**src/rtl/multicycle_control_if.sv**
```systemverilog
// Control/status bundle between the Feather multicycle sequencer (master) and its datapath (slave).
// Optional macro FEATHER_MEM_WAIT_EN adds the mem_ready_i memory handshake.
interface multicycle_control_if;
    logic [31:0] instruction_i;
    logic [3:0]  alu_nzcv_i;
`ifdef FEATHER_MEM_WAIT_EN
    logic        mem_ready_i;
`endif
    logic [3:0]  state_o;
    logic        ir_write_o;
    logic        pc_write_o;
    logic        adr_src_o;
    logic        mem_write_o;
    logic        reg_write_o;
    logic [1:0]  alu_src_a_o;
    logic [1:0]  alu_src_b_o;
    logic [3:0]  alu_control_o;
    logic [1:0]  result_src_o;
    logic [3:0]  flags_o;
    logic        instr_retired_o;

`ifdef FEATHER_MEM_WAIT_EN
    modport master (
        input  instruction_i, alu_nzcv_i, mem_ready_i,
        output state_o, ir_write_o, pc_write_o, adr_src_o, mem_write_o, reg_write_o,
               alu_src_a_o, alu_src_b_o, alu_control_o, result_src_o, flags_o, instr_retired_o
    );
    modport slave (
        output instruction_i, alu_nzcv_i, mem_ready_i,
        input  state_o, ir_write_o, pc_write_o, adr_src_o, mem_write_o, reg_write_o,
               alu_src_a_o, alu_src_b_o, alu_control_o, result_src_o, flags_o, instr_retired_o
    );
`else
    modport master (
        input  instruction_i, alu_nzcv_i,
        output state_o, ir_write_o, pc_write_o, adr_src_o, mem_write_o, reg_write_o,
               alu_src_a_o, alu_src_b_o, alu_control_o, result_src_o, flags_o, instr_retired_o
    );
    modport slave (
        output instruction_i, alu_nzcv_i,
        input  state_o, ir_write_o, pc_write_o, adr_src_o, mem_write_o, reg_write_o,
               alu_src_a_o, alu_src_b_o, alu_control_o, result_src_o, flags_o, instr_retired_o
    );
`endif
endinterface

```
**src/rtl/multicycle_control.sv**
```systemverilog
// Multicycle sequencer for the Feather ARM-subset datapath, holding the NZCV flags register.
// Optional macro FEATHER_MEM_WAIT_EN stretches FETCH/MEMRD/MEMWR until mem_ready_i is high.
module multicycle_control (
    input  logic                 clk,
    input  logic                 reset_i,
    multicycle_control_if.master bus
);
    typedef enum logic [3:0] {
        FETCH  = 4'd0,
        DECODE = 4'd1,
        MEMADR = 4'd2,
        MEMRD  = 4'd3,
        MEMWB  = 4'd4,
        MEMWR  = 4'd5,
        EXECR  = 4'd6,
        EXECI  = 4'd7,
        ALUWB  = 4'd8,
        BRANCH = 4'd9
    } state_t;

    typedef struct packed {
        logic       ir_write;
        logic       pc_write;
        logic       adr_src;
        logic       mem_write;
        logic       reg_write;
        logic [1:0] alu_src_a;
        logic [1:0] alu_src_b;
        logic [3:0] alu_control;
        logic [1:0] result_src;
        logic       instr_retired;
    } ctrl_t;

    localparam logic [3:0] ALU_ADD = 4'b0100;
    localparam logic [3:0] ALU_SUB = 4'b0010;

    state_t      state_q, state_d;
    ctrl_t       ctrl_q, ctrl_d;
    logic [3:0]  flags_q, flags_d;
    logic [31:0] instr;
    logic        mem_ready;
    logic        cond_ok;
    logic        is_compare;
    logic        decode_retire;
    logic        wait_gate;
    logic        out_en;
    logic        unused_instr_bits;

    assign instr = bus.instruction_i;
    assign unused_instr_bits = ^{instr[22], instr[19:16], instr[11:0]};

`ifdef FEATHER_MEM_WAIT_EN
    assign mem_ready = bus.mem_ready_i;
`else
    assign mem_ready = 1'b1;
`endif

    function automatic logic cond_holds(input logic [3:0] cond, input logic [3:0] nzcv);
        logic n, z, c, v;
        {n, z, c, v} = nzcv;
        case (cond)
            4'h0:    return z;
            4'h1:    return !z;
            4'h2:    return c;
            4'h3:    return !c;
            4'h4:    return n;
            4'h5:    return !n;
            4'h6:    return v;
            4'h7:    return !v;
            4'h8:    return c && !z;
            4'h9:    return !c || z;
            4'hA:    return n == v;
            4'hB:    return n != v;
            4'hC:    return !z && (n == v);
            4'hD:    return z || (n != v);
            4'hE:    return 1'b1;
            default: return 1'b0;
        endcase
    endfunction

    // Control word a state presents for its whole duration; instruction bits are stable from DECODE on.
    function automatic ctrl_t ctrl_for(input state_t s, input logic [31:0] ins);
        ctrl_t c;
        c = '0;
        case (s)
            FETCH: begin
                c.ir_write    = 1'b1;
                c.pc_write    = 1'b1;
                c.alu_src_a   = 2'b01;
                c.alu_src_b   = 2'b10;
                c.alu_control = ALU_ADD;
                c.result_src  = 2'b10;
            end
            EXECR, EXECI: begin
                c.alu_src_b     = (s == EXECI) ? 2'b01 : 2'b00;
                c.alu_control   = ins[24:21];
                c.instr_retired = (ins[24:23] == 2'b10);
            end
            ALUWB, MEMWB: begin
                c.result_src    = (s == MEMWB) ? 2'b01 : 2'b00;
                c.instr_retired = 1'b1;
                c.reg_write     = (ins[15:12] != 4'd15);
                c.pc_write      = (ins[15:12] == 4'd15);
            end
            MEMADR: begin
                c.alu_src_b   = 2'b01;
                c.alu_control = ins[23] ? ALU_ADD : ALU_SUB;
            end
            MEMRD: begin
                c.adr_src = 1'b1;
            end
            MEMWR: begin
                c.adr_src       = 1'b1;
                c.mem_write     = 1'b1;
                c.instr_retired = 1'b1;
            end
            BRANCH: begin
                c.alu_src_a     = 2'b01;
                c.alu_src_b     = 2'b11;
                c.alu_control   = ALU_ADD;
                c.result_src    = 2'b10;
                c.pc_write      = 1'b1;
                c.instr_retired = 1'b1;
            end
            default: c = '0;
        endcase
        return c;
    endfunction

    assign cond_ok       = cond_holds(instr[31:28], flags_q);
    assign is_compare    = (instr[24:23] == 2'b10);
    assign decode_retire = (state_q == DECODE) && (!cond_ok || (instr[27:26] == 2'b11));

    always_comb begin
        state_d = FETCH;
        flags_d = flags_q;
        case (state_q)
            FETCH:  state_d = mem_ready ? DECODE : FETCH;
            DECODE: begin
                if (!cond_ok) begin
                    state_d = FETCH;
                end else begin
                    case (instr[27:26])
                        2'b00:   state_d = instr[25] ? EXECI : EXECR;
                        2'b01:   state_d = MEMADR;
                        2'b10:   state_d = BRANCH;
                        default: state_d = FETCH;
                    endcase
                end
            end
            EXECR, EXECI: begin
                if (instr[20] || is_compare) begin
                    flags_d = bus.alu_nzcv_i;
                end
                state_d = is_compare ? FETCH : ALUWB;
            end
            MEMADR: state_d = instr[20] ? MEMRD : MEMWR;
            MEMRD:  state_d = mem_ready ? MEMWB : MEMRD;
            MEMWR:  state_d = mem_ready ? FETCH : MEMWR;
            default: state_d = FETCH;
        endcase
        ctrl_d = ctrl_for(state_d, instr);
    end

    always_ff @(posedge clk) begin
        if (reset_i) begin
            state_q <= FETCH;
            flags_q <= 4'd0;
            ctrl_q  <= ctrl_for(FETCH, 32'd0);
        end else begin
            state_q <= state_d;
            flags_q <= flags_d;
            ctrl_q  <= ctrl_d;
        end
    end

    // Writes that complete a memory access are held back until the memory accepts it.
    assign wait_gate = mem_ready || !((state_q == FETCH) || (state_q == MEMWR));
    assign out_en    = !reset_i;

    assign bus.state_o         = out_en ? state_q : 4'd0;
    assign bus.flags_o         = out_en ? flags_q : 4'd0;
    assign bus.ir_write_o      = out_en && wait_gate && ctrl_q.ir_write;
    assign bus.pc_write_o      = out_en && wait_gate && ctrl_q.pc_write;
    assign bus.adr_src_o       = out_en && ctrl_q.adr_src;
    assign bus.mem_write_o     = out_en && ctrl_q.mem_write;
    assign bus.reg_write_o     = out_en && ctrl_q.reg_write;
    assign bus.alu_src_a_o     = out_en ? ctrl_q.alu_src_a : 2'b00;
    assign bus.alu_src_b_o     = out_en ? ctrl_q.alu_src_b : 2'b00;
    assign bus.alu_control_o   = out_en ? ctrl_q.alu_control : 4'd0;
    assign bus.result_src_o    = out_en ? ctrl_q.result_src : 2'b00;
    assign bus.instr_retired_o = out_en && ((wait_gate && ctrl_q.instr_retired) || decode_retire);

endmodule
```
**src/flat_wrapper.sv**
```systemverilog
// flat-port wrapper written by rule: the top's interface ports become plain ports
module multicycle_control_flat 
  (clk, reset_i, bus_instruction_i, bus_alu_nzcv_i, bus_state_o, bus_ir_write_o, bus_pc_write_o, bus_adr_src_o, bus_mem_write_o, bus_reg_write_o, bus_alu_src_a_o, bus_alu_src_b_o, bus_alu_control_o, bus_result_src_o, bus_flags_o, bus_instr_retired_o);
  multicycle_control_if bus_i ();
  input  logic clk;
  input  logic reset_i;
  input wire logic [$bits(bus_i.instruction_i)-1:0] bus_instruction_i;
  input wire logic [$bits(bus_i.alu_nzcv_i)-1:0] bus_alu_nzcv_i;
  output wire logic [$bits(bus_i.state_o)-1:0] bus_state_o;
  output wire logic [$bits(bus_i.ir_write_o)-1:0] bus_ir_write_o;
  output wire logic [$bits(bus_i.pc_write_o)-1:0] bus_pc_write_o;
  output wire logic [$bits(bus_i.adr_src_o)-1:0] bus_adr_src_o;
  output wire logic [$bits(bus_i.mem_write_o)-1:0] bus_mem_write_o;
  output wire logic [$bits(bus_i.reg_write_o)-1:0] bus_reg_write_o;
  output wire logic [$bits(bus_i.alu_src_a_o)-1:0] bus_alu_src_a_o;
  output wire logic [$bits(bus_i.alu_src_b_o)-1:0] bus_alu_src_b_o;
  output wire logic [$bits(bus_i.alu_control_o)-1:0] bus_alu_control_o;
  output wire logic [$bits(bus_i.result_src_o)-1:0] bus_result_src_o;
  output wire logic [$bits(bus_i.flags_o)-1:0] bus_flags_o;
  output wire logic [$bits(bus_i.instr_retired_o)-1:0] bus_instr_retired_o;
  assign bus_i.instruction_i = bus_instruction_i;
  assign bus_i.alu_nzcv_i = bus_alu_nzcv_i;
  assign bus_state_o = bus_i.state_o;
  assign bus_ir_write_o = bus_i.ir_write_o;
  assign bus_pc_write_o = bus_i.pc_write_o;
  assign bus_adr_src_o = bus_i.adr_src_o;
  assign bus_mem_write_o = bus_i.mem_write_o;
  assign bus_reg_write_o = bus_i.reg_write_o;
  assign bus_alu_src_a_o = bus_i.alu_src_a_o;
  assign bus_alu_src_b_o = bus_i.alu_src_b_o;
  assign bus_alu_control_o = bus_i.alu_control_o;
  assign bus_result_src_o = bus_i.result_src_o;
  assign bus_flags_o = bus_i.flags_o;
  assign bus_instr_retired_o = bus_i.instr_retired_o;
  multicycle_control u_core (.clk(clk), .reset_i(reset_i), .bus(bus_i));
endmodule
```
**config.mk**
```make
export PLATFORM = sky130hd
export DESIGN_NAME = multicycle_control_flat
export DESIGN_NICKNAME = d
export VERILOG_FILES = /design/src/rtl/multicycle_control_if.sv /design/src/rtl/multicycle_control.sv /design/src/flat_wrapper.sv
export SDC_FILE = /design/constraint.sdc
export NUM_CORES = 1
export LEC_CHECK = 0
export CORE_UTILIZATION = 40
export CTS_CLUSTER_DIAMETER = 200
export DETAILED_ROUTE_END_ITERATION = 8
export PLACE_DENSITY = 0.81
export SKIP_LAST_GASP = 1
export SYNTH_ARGS = -nofsm -noshare
export SYNTH_HDL_FRONTEND = slang
export SYNTH_SLANG_ARGS = --single-unit
```
**constraint.sdc**
```tcl
create_clock -name clk -period 2.8 [get_ports clk]
set_input_delay 0.42 -clock clk [delete_from_list [all_inputs] [get_ports clk]]
set_output_delay 0.42 -clock clk [all_outputs]
set_load 0.005 [all_outputs]
```
After elaboration in Yosys (flattened, before gate mapping):

Index checks and enable logic that the tools add are counted.

* equal/unequal tests: 35
* muxes and demuxes: 24
* bitwise gates (word level): 1
* reductions and logical operators: 32

Operators with widths (number)
* $eq A4 B3 Y1 const B: 10
* $eq A4 B4 Y1 const B: 10
* $eq A4 B2 Y1 const B: 6
* $pmux W6 S4: 1
* $mux W4: 5
* $pmux W4 S5: 1
* $pmux W1 S15: 1
* $logic_not A4 Y1: 3
* $pmux W4 S3: 1
* $reduce_or A2 Y1: 6
* $logic_and A1 B1 Y1: 9
* $eq A4 B1 Y1 const B: 2
* $mux W1: 7
* $eq A2 B2 Y1 const B: 3
* $logic_not A1 Y1: 6
* $mux W2: 3
* $mux W3: 2
* $logic_or A1 B1 Y1: 5
* $ne A4 B4 Y1 const B: 1
* $pmux W1 S2: 2
* $pmux W2 S2: 1
* $reduce_or A4 Y1: 1
* $eq A2 B1 Y1 const B: 1
* $logic_not A2 Y1: 1
* 4 further kinds: 4

* register bits after elaboration: 24
* logic and storage cells: 104

Depth between registers and ports, before layout:

Gate-level depths: netlist of the first run.

* depth in word-level cells: 9
* depth in mapped cells: 7
* mapped depth without buffers: 6

Least setup slack after synthesis of the first run:

No wires, ideal clock.

* kind: input port to output port
* start: input bus_instruction_i[30]
* end: output bus_instr_retired_o
* data arrival time: 1940 ps
* required time: 2380 ps
* setup slack: 440 ps
* stages on the path: 7
* path through: buf_2 > and2_1 > and3_1 > o311a_4 > or3_1 > a21oi_1 > o21a_1

* word-level cells in the longest chain between the ends: 7
* elaborated cells on any way between the ends: 21

RTL lines
* start, declared: RTL line flat_wrapper.sv:7 `input wire logic [$bits(bus_i.instruction_i)-1:0] bus_instruction_i;`
* $eq A4 B4 Y1 (tied with other cells): RTL line multicycle_control.sv:61 `case (cond)`
* $pmux W1 S15 *: RTL line multicycle_control.sv:61
* $logic_not A1 Y1 *: RTL line multicycle_control.sv:132 `assign decode_retire = (state_q == DECODE) && (!cond_ok || (instr[27:26] == 2'b11));`
* $logic_or A1 B1 Y1 *: RTL line multicycle_control.sv:132
* $logic_and A1 B1 Y1 *: RTL line multicycle_control.sv:132
* $logic_or A1 B1 Y1 *: RTL line multicycle_control.sv:192 `assign bus.instr_retired_o = out_en && ((wait_gate && ctrl_q.instr_retired) || decode_retire);`
* $logic_and A1 B1 Y1 *: RTL line multicycle_control.sv:192
* end, declared: RTL line flat_wrapper.sv:20 `output wire logic [$bits(bus_i.instr_retired_o)-1:0] bus_instr_retired_o;`

Every way passes the cells marked *; elsewhere a longest branch is shown, timed or not.

Worst setup path after layout of the first run:

* start: register u_core.flags_q[0]
* end: output bus_instr_retired_o

* word-level cells in the longest chain between the ends: 8
* elaborated cells on any way between the ends: 11

RTL lines
* start, declared: RTL line multicycle_control.sv:39 `logic [3:0] flags_q, flags_d;`
* start signal, assigned: RTL line multicycle_control.sv:172 `flags_q <= flags_d;`
* $ne A1 B1 Y1 or $eq A1 B1 Y1 (tied branches)
* $logic_or A1 B1 Y1 or $logic_and A1 B1 Y1 (tied branches): RTL line multicycle_control.sv:75, multicycle_control.sv:74
* $pmux W1 S15 *: RTL line multicycle_control.sv:61
* $logic_not A1 Y1 *: RTL line multicycle_control.sv:132
* $logic_or A1 B1 Y1 *: RTL line multicycle_control.sv:132
* $logic_and A1 B1 Y1 *: RTL line multicycle_control.sv:132
* $logic_or A1 B1 Y1 *: RTL line multicycle_control.sv:192
* $logic_and A1 B1 Y1 *: RTL line multicycle_control.sv:192

Marks and branches as above.

==> results of run 1 <==
metal layers:
layer | vias up | GRT usage, % | part of all wire, %
li1 | 656 | - | -
met1 | 617 | 24.6 | 43
met2 | 57 | 38.3 | 50
met3 | 7 | 1.97 | 5.1
met4 | 0 | 7.14 | 1.7
met5 | - | 0 | 0
worst max-delay path by stage:
stage                                              start                   to  slack, ns
after global placement             bus_instruction_i[28]  bus_instr_retired_o      -0.46
after detailed placement           bus_instruction_i[28]  bus_instr_retired_o      -0.54
after CTS                 u_core.flags_q[0]$_SDFFE_PP0P_  bus_instr_retired_o       0.08
final                     u_core.flags_q[0]$_SDFFE_PP0P_  bus_instr_retired_o       0.07
after floorplan                    bus_instruction_i[30]  bus_instr_retired_o       0.44
after global routing               bus_instruction_i[29]  bus_instr_retired_o      0.005
worst max-delay path, stage by stage, from the launching register on:
cell and delay, ns:
dfxtp_4 0.38, xor2_1 0.18, and3_1 0.20, o311a_4 0.35
or3_4 0.40, a21oi_2 0.15, o21a_1 0.11, dlygate4sd2_1 0.23
cell type report:
type,count,area share [%]
Clock buffer,3,1.17
Clock inverter,1,0.260
Inverter,5,0.973
Multi-Input combinational cell,120,42.1
Sequential cell,23,24.1
Tap cell,44,2.86
Timing Repair Buffer,59,28.6
cell families (layout without fill, tap and decap cells):
family          Yosys count  count (layout)
compound gates           34              34
buf+inv                  13              68
xor+xnor                  3               3
flops                    23              23
mux                       5               5
other cells               1               1
simple gates             77              77
per-stage QoR:
step / cell area (µm²) / utilization, % / std cells
after floorplan: 1310 / - / 156
after global placement: 1860 / 60.4 / 249
after detailed placement: 1860 / 60.4 / 249
after CTS: 1920 / 62.5 / 255
after global routing: 1930 / 62.6 / 255
final: 1930 / 62.6 / 255
cells in the mapped netlist, types with 2 or more instances:
cell      count  area share, %
nand3_1       3            1.2
and4bb_2      2            1.9
o21ai_0       7            2.7
mux2i_1       5            3.8
nor3_1        6            2.3
o31ai_1       3            1.7
nor2b_1      26             12
and3_1        3            1.4
nand2_1       7            2.0
a21oi_1       3            1.2
xor2_1        3            2.0
and2_1        2           0.96
nand2b_1      3            1.4
o21a_1        3            1.7
buf_2         3            1.2
nor4b_1       2            1.3
o21ai_1       2           0.77
dfxtp_1      23             35
nor2_1       15            4.3
inv_1         5            1.4
clkbuf_1      4            1.2
a21o_1        3            1.7
a211oi_1      2            1.2
state kept, by name, indices dropped and copies added (netlist names):
register	flops
u_core.flags_q	4
u_core.state_q	4
u_core.ctrl_q	15
timing repair:
item                                    CTS  global route
buffers inserted                          2             0
gates resized for setup                  13             1
endpoints found under the setup margin    1             1
cloned                                    0             0
pin swaps                                 1             0
power groups by stage:
stage	Sequential (W)	Clock, W	Combinational (W)
2_1_floorplan	0.000353	0	0.0000777
3_3_place_gp	0.000354	0	0.000156
3_5_place_dp	0.000354	0	0.000162
4_1_cts	0.000346	0.000156	0.000166
5_1_grt	0.000348	0.000169	0.000181
6_report	0.000346	0.000156	0.000167
==> summary.txt, run 1 <==
Run status: complete, no violations
Final worst-path cycle share: 97.6%
Syn. warnings: 0
Initial antenna violation count: 0
Pre-CTS setup slack: -0.539 ns
DR iter-0 viols: 48
Combinational fraction of design power: 25.0%
Vias in the first global route: 1294
Routed WL per cell: 13.0 µm
Hold depth: 2
Layout fillers: 276
DRC Markers: 0
Synth Register Bits: 23
Clock-pin transition on the worst setup and hold timing paths: 0.13 ns
Clock Latency Late Sink: 0.31 ns
Worst vdd ir: 243 µV
Max clock buf depth: 2
Psw: 0.000185 W
Leading cell type in the layout, fill and taps excluded: clkdlybuf4s50_1
Clock Sinks: 23
Routability congestion estimate: 0.940
Hold Buf Count CTS: 0
Core area: 0.00308 mm²
Worst clock skew: 0.00110 ns
Reg-to-reg slack, setup: 0.61 ns
Worst path required time: 2.38 ns
Grt total ovfl: 0
Final setup margin: 0.0671 ns
Synth Area in Adders: 0%
Pwr/cell area: 347 mW/mm²
Post-synthesis sequential area ratio: 35.3%
Flop pwr share: 51.7%
Largest family of logic cells by synthesized area: simple AND/OR/NAND/NOR gates
First-pass GRT wire length: 5530 µm
Total number of vias: 1337
RSZ-0062 raised after global routing: false
Chip height: 59.1 µm
Launch point of the worst reg-to-reg path: u_core.flags_q[0]$_SDFFE_PP0P_
Crit path kind: flip-flop to primary output
Cell count of the worst reg-to-reg path: 7
P_int: 0.000484 W
Syn avg cell area: 8.37 µm²
Sequential standard cell area: 465 µm²
Clk pwr share: 23.3%
Compound-Gate Fraction of Synth Area: 19.8%
Total power: 0.000669 W
Hold Path Class: flip-flop to flip-flop
CTS tree: built
Hold Fails Final Rpt: 0
Slew HR: 52.9%
Ratio of cells with drive above 1 in the final layout: 16.1%
Final slew viol count: 0
Mean number of vias per cell: 5.24
Syn Std Cell Area: 0.00131 mm²
Die width: 59.1 µm
Wirelength, routed: 3320 µm
DRT Pass-1 Iters: 4
Most frequent cells in the layout: 40 x clkdlybuf4s50_1, 26 x nor2b_1, 21 x dfxtp_1
Synth cell types: 44
DP HPWL: 2550 µm
Period minus WS final: 2.73 ns
Pleak: 0.792 nW
Initial Utilization: 42.4%
Root Driver: clkbuf_4
Fmax: 366 MHz
Total negative slack: 0 ns
Post-synthesis simple-gate area fraction: 34.4%
Net Sw Frac: 27.6%
Least-Margin Pin Slew: 0.701 ns
Routed Antenna Nets: 0
Post-synthesis mux area share: 3.84%
Xor and xnor fraction of the mapped netlist area: 2.01%
Num CTS Buffers: 3
Critical R2R Capture: u_core.ctrl_q[6]$_SDFF_PP0_
Hold wc startpoint: u_core.flags_q[2]$_SDFFE_PP0P_
Worst Path Max Fanout: 3
Data arrival, critical path: 2.31 ns
I/O Buffers: 44
Die area: 0.00350 mm²
Worst setup EP type: primary output
Pin count of the biggest net entering global routing: 19
Nets: 250
Synthesized net count: 194
Area delta synth->final: 47.7%
CP startpoint kind: flip-flop
Max cap viols: 0
Antenna diodes: 0
Area occupied by multi-input gates: 811 µm²
Total track usage: 20.6%
Rows: 20
# setup viols final: 0
WHS: 0.611 ns
Async set-reset flop share out of synthesis: 0%
EDFF count, synth: 0
Post-Syn Instances: 156
Top FF cell, synth: dfxtp_1
Hold path endpoint: u_core.flags_q[2]$_SDFFE_PP0P_
Htree depth: 1
I/O Pins: 62
No activity file was read; power rests on OpenSTA's default activity.
==> run 2, diff against run 1 <==
--- a/config.mk
+++ b/config.mk
@@ -5,10 +5,10 @@
 export SDC_FILE = /design/constraint.sdc
 export NUM_CORES = 1
 export LEC_CHECK = 0
-export CORE_UTILIZATION = 40
+export CORE_UTILIZATION = 41
 export CTS_CLUSTER_DIAMETER = 200
 export DETAILED_ROUTE_END_ITERATION = 8
-export PLACE_DENSITY = 0.81
+export PLACE_DENSITY = 0.82
 export SKIP_LAST_GASP = 1
 export SYNTH_ARGS = -nofsm -noshare
 export SYNTH_HDL_FRONTEND = slang
==> summary.txt, run 2 (same netlist as run 1, synthesis figures left out) <==
Rows: 20
First-pass GRT wire length: 5640 µm
Leading cell type in the layout, fill and taps excluded: clkdlybuf4s50_1
Pin count of the biggest net entering global routing: 20
Wirelength, routed: 3520 µm
Reg-to-reg slack, setup: 0.53 ns
Clock-pin transition on the worst setup and hold timing paths: 0.13 ns
Hold path endpoint: u_core.flags_q[0]$_SDFFE_PP0P_
Layer with the highest usage: met2
Routability congestion estimate: 0.871
Worst path required time: 2.38 ns
Worst Path Max Fanout: 6
Clock Latency Late Sink: 0.31 ns
Nets: 253
Initial Utilization: 43.1%
Total track usage: 21.6%
Grt total ovfl: 0
Crit path kind: flip-flop to primary output
Max reg flops: 15
Routed WL per cell: 13.6 µm
CP startpoint kind: flip-flop
Hold Fails Final Rpt: 0
Final setup margin: 0.0947 ns
Run status: complete, no violations
Grt met1 use: 26.6%
Htree depth: 1
DP HPWL: 2670 µm
Num CTS Buffers: 3
Vias in the first global route: 1253
Pleak: 0.802 nW
Pre-CTS setup slack: -0.521 ns
Most frequent cells in the layout: 40 x clkdlybuf4s50_1, 26 x nor2b_1, 21 x dfxtp_1
Pwr/cell area: 345 mW/mm²
DRT Pass-1 Iters: 4
Worst vdd ir: 249 µV
Largest registers: u_core.ctrl_q: 15 flops, u_core.flags_q: 4 flops, u_core.state_q: 4 flops
Hold Path Class: flip-flop to flip-flop
Layout fillers: 282
Chip height: 58.4 µm
Total number of vias: 1336
Biggest register: u_core.ctrl_q
Area delta synth->final: 49.5%
Root Driver: clkbuf_4
RSZ-0062 raised after global routing: false
Mean number of vias per cell: 5.18
Hold depth: 2
Routed Antenna Nets: 0
Launch point of the worst reg-to-reg path: u_core.flags_q[0]$_SDFFE_PP0P_
Max cap viols: 0
Die width: 58.4 µm
Fmax: 370 MHz
Antenna diodes: 0
M2 GR Usage: 38.9%
DRC Markers: 0
Max clock buf depth: 2
# setup viols final: 0
CTS tree: built
Worst setup EP type: primary output
Hold wc startpoint: u_core.flags_q[0]$_SDFFE_PP0P_
Data arrival, critical path: 2.29 ns
I/O Buffers: 44
Met3 usage: 1.32%
Final worst-path cycle share: 96.6%
Cell count of the worst reg-to-reg path: 7
Period minus WS final: 2.71 ns
Final slew viol count: 0
DR iter-0 viols: 47
Ratio of cells with drive above 1 in the final layout: 17.8%
Critical R2R Capture: u_core.ctrl_q[6]$_SDFF_PP0_
Clock Sinks: 23
I/O Pins: 62
Initial antenna violation count: 0
Slew HR: 62.4%
Total negative slack: 0 ns
Die area: 0.00341 mm²
Core area: 0.00303 mm²
Least-Margin Pin Slew: 0.560 ns
Worst clock skew: 0.00691 ns
[run 2: per-layer routing]
| layer | up-vias | share of wire, % |
|---|---|---|
| met1 | 611 | 43 |
| met4 | 0 | 2.5 |
| met3 | 10 | 4.5 |
| met5 | - | 0 |
| li1 | 661 | - |
| met2 | 54 | 50 |
[run 2: cell type report]
cell class | count | area (µm²) | area share (%)
flip-flops and latches | 23 | 465 | 23.9
multi-input cells | 120 | 817 | 41.9
clock inverters | 1 | 5.00 | 0.257
well taps | 44 | 55.1 | 2.82
clock buffers | 3 | 22.5 | 1.15
repair buffers | 62 | 567 | 29.1
inverters | 5 | 18.8 | 0.962
[run 2: worst max path at each step]
| stage | cells past startpoint | start | endpoint |
|---|---|---|---|
| after floorplan | 7 | bus_instruction_i[30] | bus_instr_retired_o |
| after global placement | 8 | bus_instruction_i[28] | bus_instr_retired_o |
| after detailed placement | 8 | bus_instruction_i[28] | bus_instr_retired_o |
| after CTS | 7 | u_core.flags_q[0]$_SDFFE_PP0P_ | bus_instr_retired_o |
| after global routing | 9 | bus_instruction_i[30] | bus_instr_retired_o |
| final | 7 | u_core.flags_q[0]$_SDFFE_PP0P_ | bus_instr_retired_o |
[run 2: through the flow]
step                      cell area [µm²]  cells  total power [W]  hold WS [ns]  util, %
after floorplan                      1310    156         0.000430         0.506        -
after global placement               1890    253         0.000517         0.548     62.4
after detailed placement             1890    253         0.000522         0.572     62.4
after CTS                            1950    258         0.000676         0.580     64.4
after global routing                 1950    258         0.000704         0.600     64.4
final                                1950    258         0.000674         0.583     64.4
[run 2: where the power goes]
group | switching [W] | total, W | internal (W)
logic | 0.0000790 | 0.000172 | 0.0000933
clock network | 0.000102 | 0.000155 | 0.0000533
registers | 0.00000539 | 0.000346 | 0.000341
[run 2: worst max-delay path: stages (launching register included)]
cell and delay, ns:
dfxtp_4 0.39, xor2_2 0.18, and3_4 0.18, o311a_4 0.35, or3_4 0.40, a21oi_2 0.13, o21a_1 0.12, dlygate4sd2_1 0.22
[run 2: timing repair]
item	4_1_cts	5_1_grt
buffers inserted	1	0
cloned	0	0
endpoints found under the setup margin	1	1
hold buffers	0	0
pin swaps	1	1
resized for setup	13	2
